### src/rtl/reg_filter_pkg.sv
// Shared types and helpers for the strobe-filtering register bridge.
package reg_filter_pkg;

    // The request/response structs and the merge helper are sized here; the top
    // checks at elaboration that its width parameters agree with these.
    localparam int unsigned PkgAddrWidth = 32;
    localparam int unsigned PkgDataWidth = 32;
    localparam int unsigned PkgStrbWidth = PkgDataWidth / 8;

    typedef struct packed {
        logic [PkgAddrWidth-1:0] addr;
        logic                    write;
        logic [PkgDataWidth-1:0] wdata;
        logic [PkgStrbWidth-1:0] wstrb;
        logic                    valid;
    } reg_req_t;

    typedef struct packed {
        logic [PkgDataWidth-1:0] rdata;
        logic                    error;
        logic                    ready;
    } reg_rsp_t;

    typedef enum logic [1:0] {
        StIdle,
        StEack,
        StRd,
        StWr
    } state_e;

    // Byte-wise merge: strobed bytes come from wdata, the rest from old_data.
    function automatic logic [PkgDataWidth-1:0] strb_merge(
        input logic [PkgDataWidth-1:0] wdata,
        input logic [PkgDataWidth-1:0] old_data,
        input logic [PkgStrbWidth-1:0] strb
    );
        logic [PkgDataWidth-1:0] res;
        res = old_data;
        for (int unsigned i = 0; i < PkgStrbWidth; i++) begin
            if (strb[i]) begin
                res[8*i +: 8] = wdata[8*i +: 8];
            end
        end
        return res;
    endfunction

endpackage

### src/rtl/reg_sat_counter.sv
// Saturating event counter with synchronous clear; clear beats increment.
module reg_sat_counter #(
    parameter int unsigned CntWidth = 16
) (
    input  logic                clk_i,
    input  logic                rst_ni,
    input  logic                clr_i,
    input  logic                inc_i,
    output logic [CntWidth-1:0] cnt_o
);

    logic [CntWidth-1:0] cnt_q;

    // Count up, hold at all-ones, clear on request.
    always_ff @(posedge clk_i or negedge rst_ni) begin
        if (!rst_ni) begin
            cnt_q <= '0;
        end else if (clr_i) begin
            cnt_q <= '0;
        end else if (inc_i && (cnt_q != '1)) begin
            cnt_q <= cnt_q + CntWidth'(1);
        end
    end

    assign cnt_o = cnt_q;

endmodule

### src/rtl/reg_filter_strb_rmw.sv
// Register-interface filter for a strobe-less target: acks empty writes locally
// and turns partial-strobe writes into read-modify-write pairs.
module reg_filter_strb_rmw
    import reg_filter_pkg::*;
#(
    parameter int unsigned AddrWidth     = 32,
    parameter int unsigned DataWidth     = 32,
    parameter bit          RmwEnable     = 1'b1,
    parameter int unsigned EmptyAckDelay = 0,
    parameter int unsigned CntWidth      = 16,
    parameter type         req_t         = reg_filter_pkg::reg_req_t,
    parameter type         rsp_t         = reg_filter_pkg::reg_rsp_t
) (
    input  logic                clk_i,
    input  logic                rst_ni,
    input  req_t                in_req_i,
    output rsp_t                in_rsp_o,
    output req_t                out_req_o,
    input  rsp_t                out_rsp_i,
    input  logic                cnt_clr_i,
    output logic [CntWidth-1:0] cnt_empty_o,
    output logic [CntWidth-1:0] cnt_rmw_o,
    output logic                busy_o
);

    localparam int unsigned StrbWidth = DataWidth / 8;

    if (DataWidth % 8 != 0) begin : gen_err_data_width
        $error("DataWidth must be a multiple of 8");
    end
    if (EmptyAckDelay > 1) begin : gen_err_empty_ack_delay
        $error("EmptyAckDelay must be 0 or 1");
    end
    if (($bits(in_req_i.addr) != AddrWidth) || ($bits(in_req_i.wdata) != DataWidth) ||
        ($bits(in_req_i.wstrb) != StrbWidth) || (DataWidth != PkgDataWidth)) begin : gen_err_types
        $error("req_t/rsp_t field widths do not match AddrWidth/DataWidth");
    end

    state_e               state_q, state_d;
    logic [DataWidth-1:0] merge_q, merge_d;
    logic                 inc_empty;
    logic                 inc_rmw;
    logic                 is_empty_wr;
    logic                 is_partial_wr;

    assign is_empty_wr   = in_req_i.valid && in_req_i.write && (in_req_i.wstrb == '0);
    assign is_partial_wr = in_req_i.valid && in_req_i.write && (in_req_i.wstrb != '0) &&
                           (in_req_i.wstrb != '1);

    // State and merge register; reset mid-sequence drops back to idle.
    always_ff @(posedge clk_i or negedge rst_ni) begin
        if (!rst_ni) begin
            state_q <= StIdle;
            merge_q <= '0;
        end else begin
            state_q <= state_d;
            merge_q <= merge_d;
        end
    end

    // Next state, downstream request and upstream response.
    always_comb begin
        state_d   = state_q;
        merge_d   = merge_q;
        out_req_o = in_req_i;
        in_rsp_o  = out_rsp_i;
        inc_empty = 1'b0;
        inc_rmw   = 1'b0;

        unique case (state_q)
            StIdle: begin
                if (is_empty_wr) begin
                    out_req_o.valid = 1'b0;
                    in_rsp_o        = '0;
                    inc_empty       = 1'b1;
                    if (EmptyAckDelay == 0) begin
                        in_rsp_o.ready = 1'b1;
                    end else begin
                        state_d = StEack;
                    end
                end else if (RmwEnable && is_partial_wr) begin
                    out_req_o.valid = 1'b0;
                    in_rsp_o        = '0;
                    inc_rmw         = 1'b1;
                    state_d         = StRd;
                end
            end

            StEack: begin
                out_req_o.valid = 1'b0;
                in_rsp_o        = '0;
                in_rsp_o.ready  = 1'b1;
                state_d         = StIdle;
            end

            StRd: begin
                out_req_o.write = 1'b0;
                out_req_o.valid = 1'b1;
                in_rsp_o        = '0;
                if (out_rsp_i.ready) begin
                    if (out_rsp_i.error) begin
                        // Failed read: report upstream and never issue the write.
                        in_rsp_o.ready = 1'b1;
                        in_rsp_o.error = 1'b1;
                        state_d        = StIdle;
                    end else begin
                        merge_d = out_rsp_i.rdata;
                        state_d = StWr;
                    end
                end
            end

            StWr: begin
                out_req_o.write = 1'b1;
                out_req_o.wstrb = '1;
                out_req_o.wdata = strb_merge(in_req_i.wdata, merge_q, in_req_i.wstrb);
                out_req_o.valid = 1'b1;
                in_rsp_o        = '0;
                if (out_rsp_i.ready) begin
                    in_rsp_o.ready = 1'b1;
                    in_rsp_o.error = out_rsp_i.error;
                    state_d        = StIdle;
                end
            end
        endcase
    end

    reg_sat_counter #(
        .CntWidth(CntWidth)
    ) u_cnt_empty (
        .clk_i (clk_i),
        .rst_ni(rst_ni),
        .clr_i (cnt_clr_i),
        .inc_i (inc_empty),
        .cnt_o (cnt_empty_o)
    );

    reg_sat_counter #(
        .CntWidth(CntWidth)
    ) u_cnt_rmw (
        .clk_i (clk_i),
        .rst_ni(rst_ni),
        .clr_i (cnt_clr_i),
        .inc_i (inc_rmw),
        .cnt_o (cnt_rmw_o)
    );

    assign busy_o = (state_q != StIdle);

endmodule

### config.mk
export PLATFORM = sky130hd
export DESIGN_NAME = reg_filter_strb_rmw
export DESIGN_NICKNAME = d
export VERILOG_FILES = /design/src/rtl/reg_filter_pkg.sv /design/src/rtl/reg_sat_counter.sv /design/src/rtl/reg_filter_strb_rmw.sv
export SDC_FILE = /design/constraint.sdc
export NUM_CORES = 1
export LEC_CHECK = 0
export CAP_MARGIN = 20
export CORE_UTILIZATION = 38
export CTS_CLUSTER_DIAMETER = 60
export DETAILED_ROUTE_END_ITERATION = 8
export PLACE_DENSITY_LB_ADDON = 0.12
export SYNTH_ARGS = -nofsm -noshare
export SYNTH_HDL_FRONTEND = slang
export SYNTH_SLANG_ARGS = --single-unit
### constraint.sdc
create_clock -name clk_i -period 2.84 [get_ports clk_i]
set_clock_uncertainty 0.05 [all_clocks]
set_input_delay 0.568 -clock clk_i [delete_from_list [all_inputs] [get_ports clk_i]]
set_output_delay 0.568 -clock clk_i [all_outputs]
set_load 0.02 [all_outputs]
==> metrics.cfg <==
[cells_and_area]
nets = 666
syn_to_final_growth_pct = 48.88
n_antenna_cell = 0
drive_gt1_frac = 0.2839
n_fill_cell = 924

[yosys]
synthDistinctLibCells = 42
ys_seq_area_frac = 0.4055
syn_nets = 506
synthArstFlopShare = 1.000
synth_area_leaders = dfrtp_1 (41%), mux2_2 (17%), buf_4 (6.6%), xnor2_1 (4.9%), and2_1 (4.9%)
synth_top_area_share = 0.4055
ys_warn_count = 0
synth_edf_count = 0
syn-cell-area_um2 = 4073
synth-seq-cells = 66
synthCells = 397
ys.flop_type = dfrtp_1
synth.largest_area_cell = dfrtp_1
avgSynthCellArea_um2 = 10.26

[cts]
numCtsBuffers = 9
clk_pin_slew_ns = 0.07
clock-sinks = 66
htreeDepth = 3
clock-root-buffer = clkbuf_8
cts_tree = yes
holdBufCountCts = 0
cts_buffer_depth = 2
clkLatencyLatePin_ns = 0.34

[detailed_routing]
via_count = 3474
antenna_left = 0
drt_iter0_drc = 117
drc = 0
wl_mm = 11.54
firstDrtPassIters = 4
wl_per_cell_um = 16.58
viasPerCell = 4.991

[global_routing]
grt_use_total = 0.2130
grt_remaining_overflow = 0
antenna_found_initial = 0
grt_pass1_wl_mm = 18.42
first_global_vias = 3495
grt_max_degree = 35

[floorplan]
start_util = 0.3927
dieHeight_um = 105.5
ios = 244
die_w_um = 105.5
placementRows = 37
core_area_um2 = 10370
dieArea_um2 = 11140

[worst_setup_path]
arrival_ns = 2.16
crit_fanout = 6
critical_path_class = in2out
worst_setup_path_start_kind = primary input
cp.required_ns = 2.22
endpoint_kind = primary output

[sta]
setup_viol = 0
worst_pin_slew_ns = 0.8167
fin_crit_ns = 2.778
period_share = 0.9782
drv_slew = 0
final_hold_viol_count = 0
fin_tns_setup_ns = 0
rsz0062_at_grt = yes
hold_ws_ns = 0.1118
fmax_ghz = 0.3600
relSlewSlack = 0.4535

[power]
powerDensity_nw_per_um2 = 531.8
leakage_nw = 2.504
ir_drop_mv = 0.2851

[placement]
gp_congestion = 0.8181
dpl.hpwl_mm = 8.456
port_buffers = 179

[status]
status = complete, no violations

[worst_hold_path]
hold_class = in2async

[job]
maxCapViolations = 0

-- cell families (layout without fill, tap and decap cells) --
logic type	count (synthesis)	count (layout)	share of synthesized area
and+or+nand+nor	151	151	0.2160
muxes	67	67	0.1846
DFF	66	66	0.4055
buffers and inverters	61	224	0.09186
AOI/OAI and AO/OA	27	27	0.04639
xor gates and xnor gates	23	23	0.04946
adders and majority gates	2	2	0.006143
-- per-layer routing --
metal,part of all wire,routed length (µm),vias up,GRT usage
li1,-,-,1670,-
met1,0.44,5118,1646,0.2735
met5,0,0,-,0
met3,0.064,738,15,0.05875
met2,0.48,5535,143,0.3529
met4,0.013,151,0,0.05655
-- final timing paths --
check / startpoint / endpoint / slack (ns) / cells past startpoint
worst max-delay path: in_req_i[2] / in_rsp_o[17] / 0.06 / 8
worst max register to register: u_cnt_rmw.cnt_o[8] / u_cnt_rmw.cnt_o[13] / 0.68 / 5
max in group asynchronous: rst_ni / u_cnt_empty.cnt_o[10] / 1.89 / 2
min in group clk_i: merge_q[3] / merge_q[3] / 0.43 / 1
worst min-delay path: rst_ni / u_cnt_rmw.cnt_o[15] / 0.11 / 1
worst min register to register: merge_q[3] / merge_q[3] / 0.43 / 1
-- worst max-delay path: stages --
cell and delay, ns:
dlygate4sd2_1 0.25, or4_4 0.52, nand4_1 0.11, and3_4 0.24, buf_6 0.12, buf_16 0.10
and2_1 0.13, buf_4 0.14
-- Yosys cell counts, drive strengths merged (3+ instances only) --
cell and count:
nand2b 4, clkbuf 11, or2 4, dfrtp 66
or3 3, inv 6, nor4 8, nand2 14
nand4 9, nand3 16, a21oi 7, nor2 32
o21ai 7, and2 32, nor3 10, buf 44
nor2b 3, and3 7, mux2 65, a211oi 5
and4 3, xnor2 23
-- through the flow --
step / instance area (µm²) / worst slack, ns / power [W] / instances / utilization
6_report: 6063 / 0.06205 / 0.003225 / 696 / 0.5847
5_1_grt: 6063 / -0.02037 / 0.003422 / 696 / 0.5847
3_5_place_dp: 5846 / -0.6801 / 0.002420 / 676 / 0.5637
4_1_cts: 6038 / -0.01534 / 0.003262 / 696 / 0.5823
3_3_place_gp: 5846 / -0.6649 / 0.002398 / 676 / 0.5637
2_1_floorplan: 4073 / 0.3662 / 0.001962 / 397 / -
-- cells in the final DEF, fill, tap and decap left out, drive strengths merged, types with 2 or more instances in the layout --
master         count
nand2b             4
and2              32
and3               7
and4               3
nand4              9
clkbuf            12
mux2              65
clkinv             2
clkdlybuf4s50    125
or3                3
nor2              32
mux2i              2
nor3              10
or2                4
nor3b              2
nand2             14
nand3             16
a211oi             5
inv                6
a21oi              7
nor2b              3
xnor2             23
dfrtp             66
buf               60
a2111oi            2
dlygate4sd2       17
o21ai              7
nor4               8
ha                 2
-- final cells by class --
class / count / area (µm²) / area share
Multi-Input combinational cell: 270 / 2069 / 0.3413
Timing Repair Buffer: 204 / 1956 / 0.3225
Sequential cell: 66 / 1654 / 0.2728
Tap cell: 136 / 170.2 / 0.02806
Clock buffer: 11 / 151.4 / 0.02497
Clock inverter: 3 / 40.04 / 0.006603
Inverter: 6 / 22.52 / 0.003714
-- sequential cells by signal, indices dropped and copies added (netlist names) --
register and cells:
u_cnt_empty.cnt_o 16, state_q 2, merge_q 32, u_cnt_rmw.cnt_o 16
-- where the power goes --
group	total [W]	leakage, nW	internal [W]	switching, W
clock	0.000782	0.101	0.000441	0.000342
combinational	0.00114	1.55	0.000643	0.000501
sequential	0.00130	0.851	0.00118	0.000119
-- what timing repair did --
item | CTS | global route
gates resized for setup | 194 | 18
setup buffers | 4 | 1
pin swaps | 3 | 3
endpoints found under the setup margin | 67 | 40
cloned | 2 | 0
No activity file was read; power rests on OpenSTA's default activity.
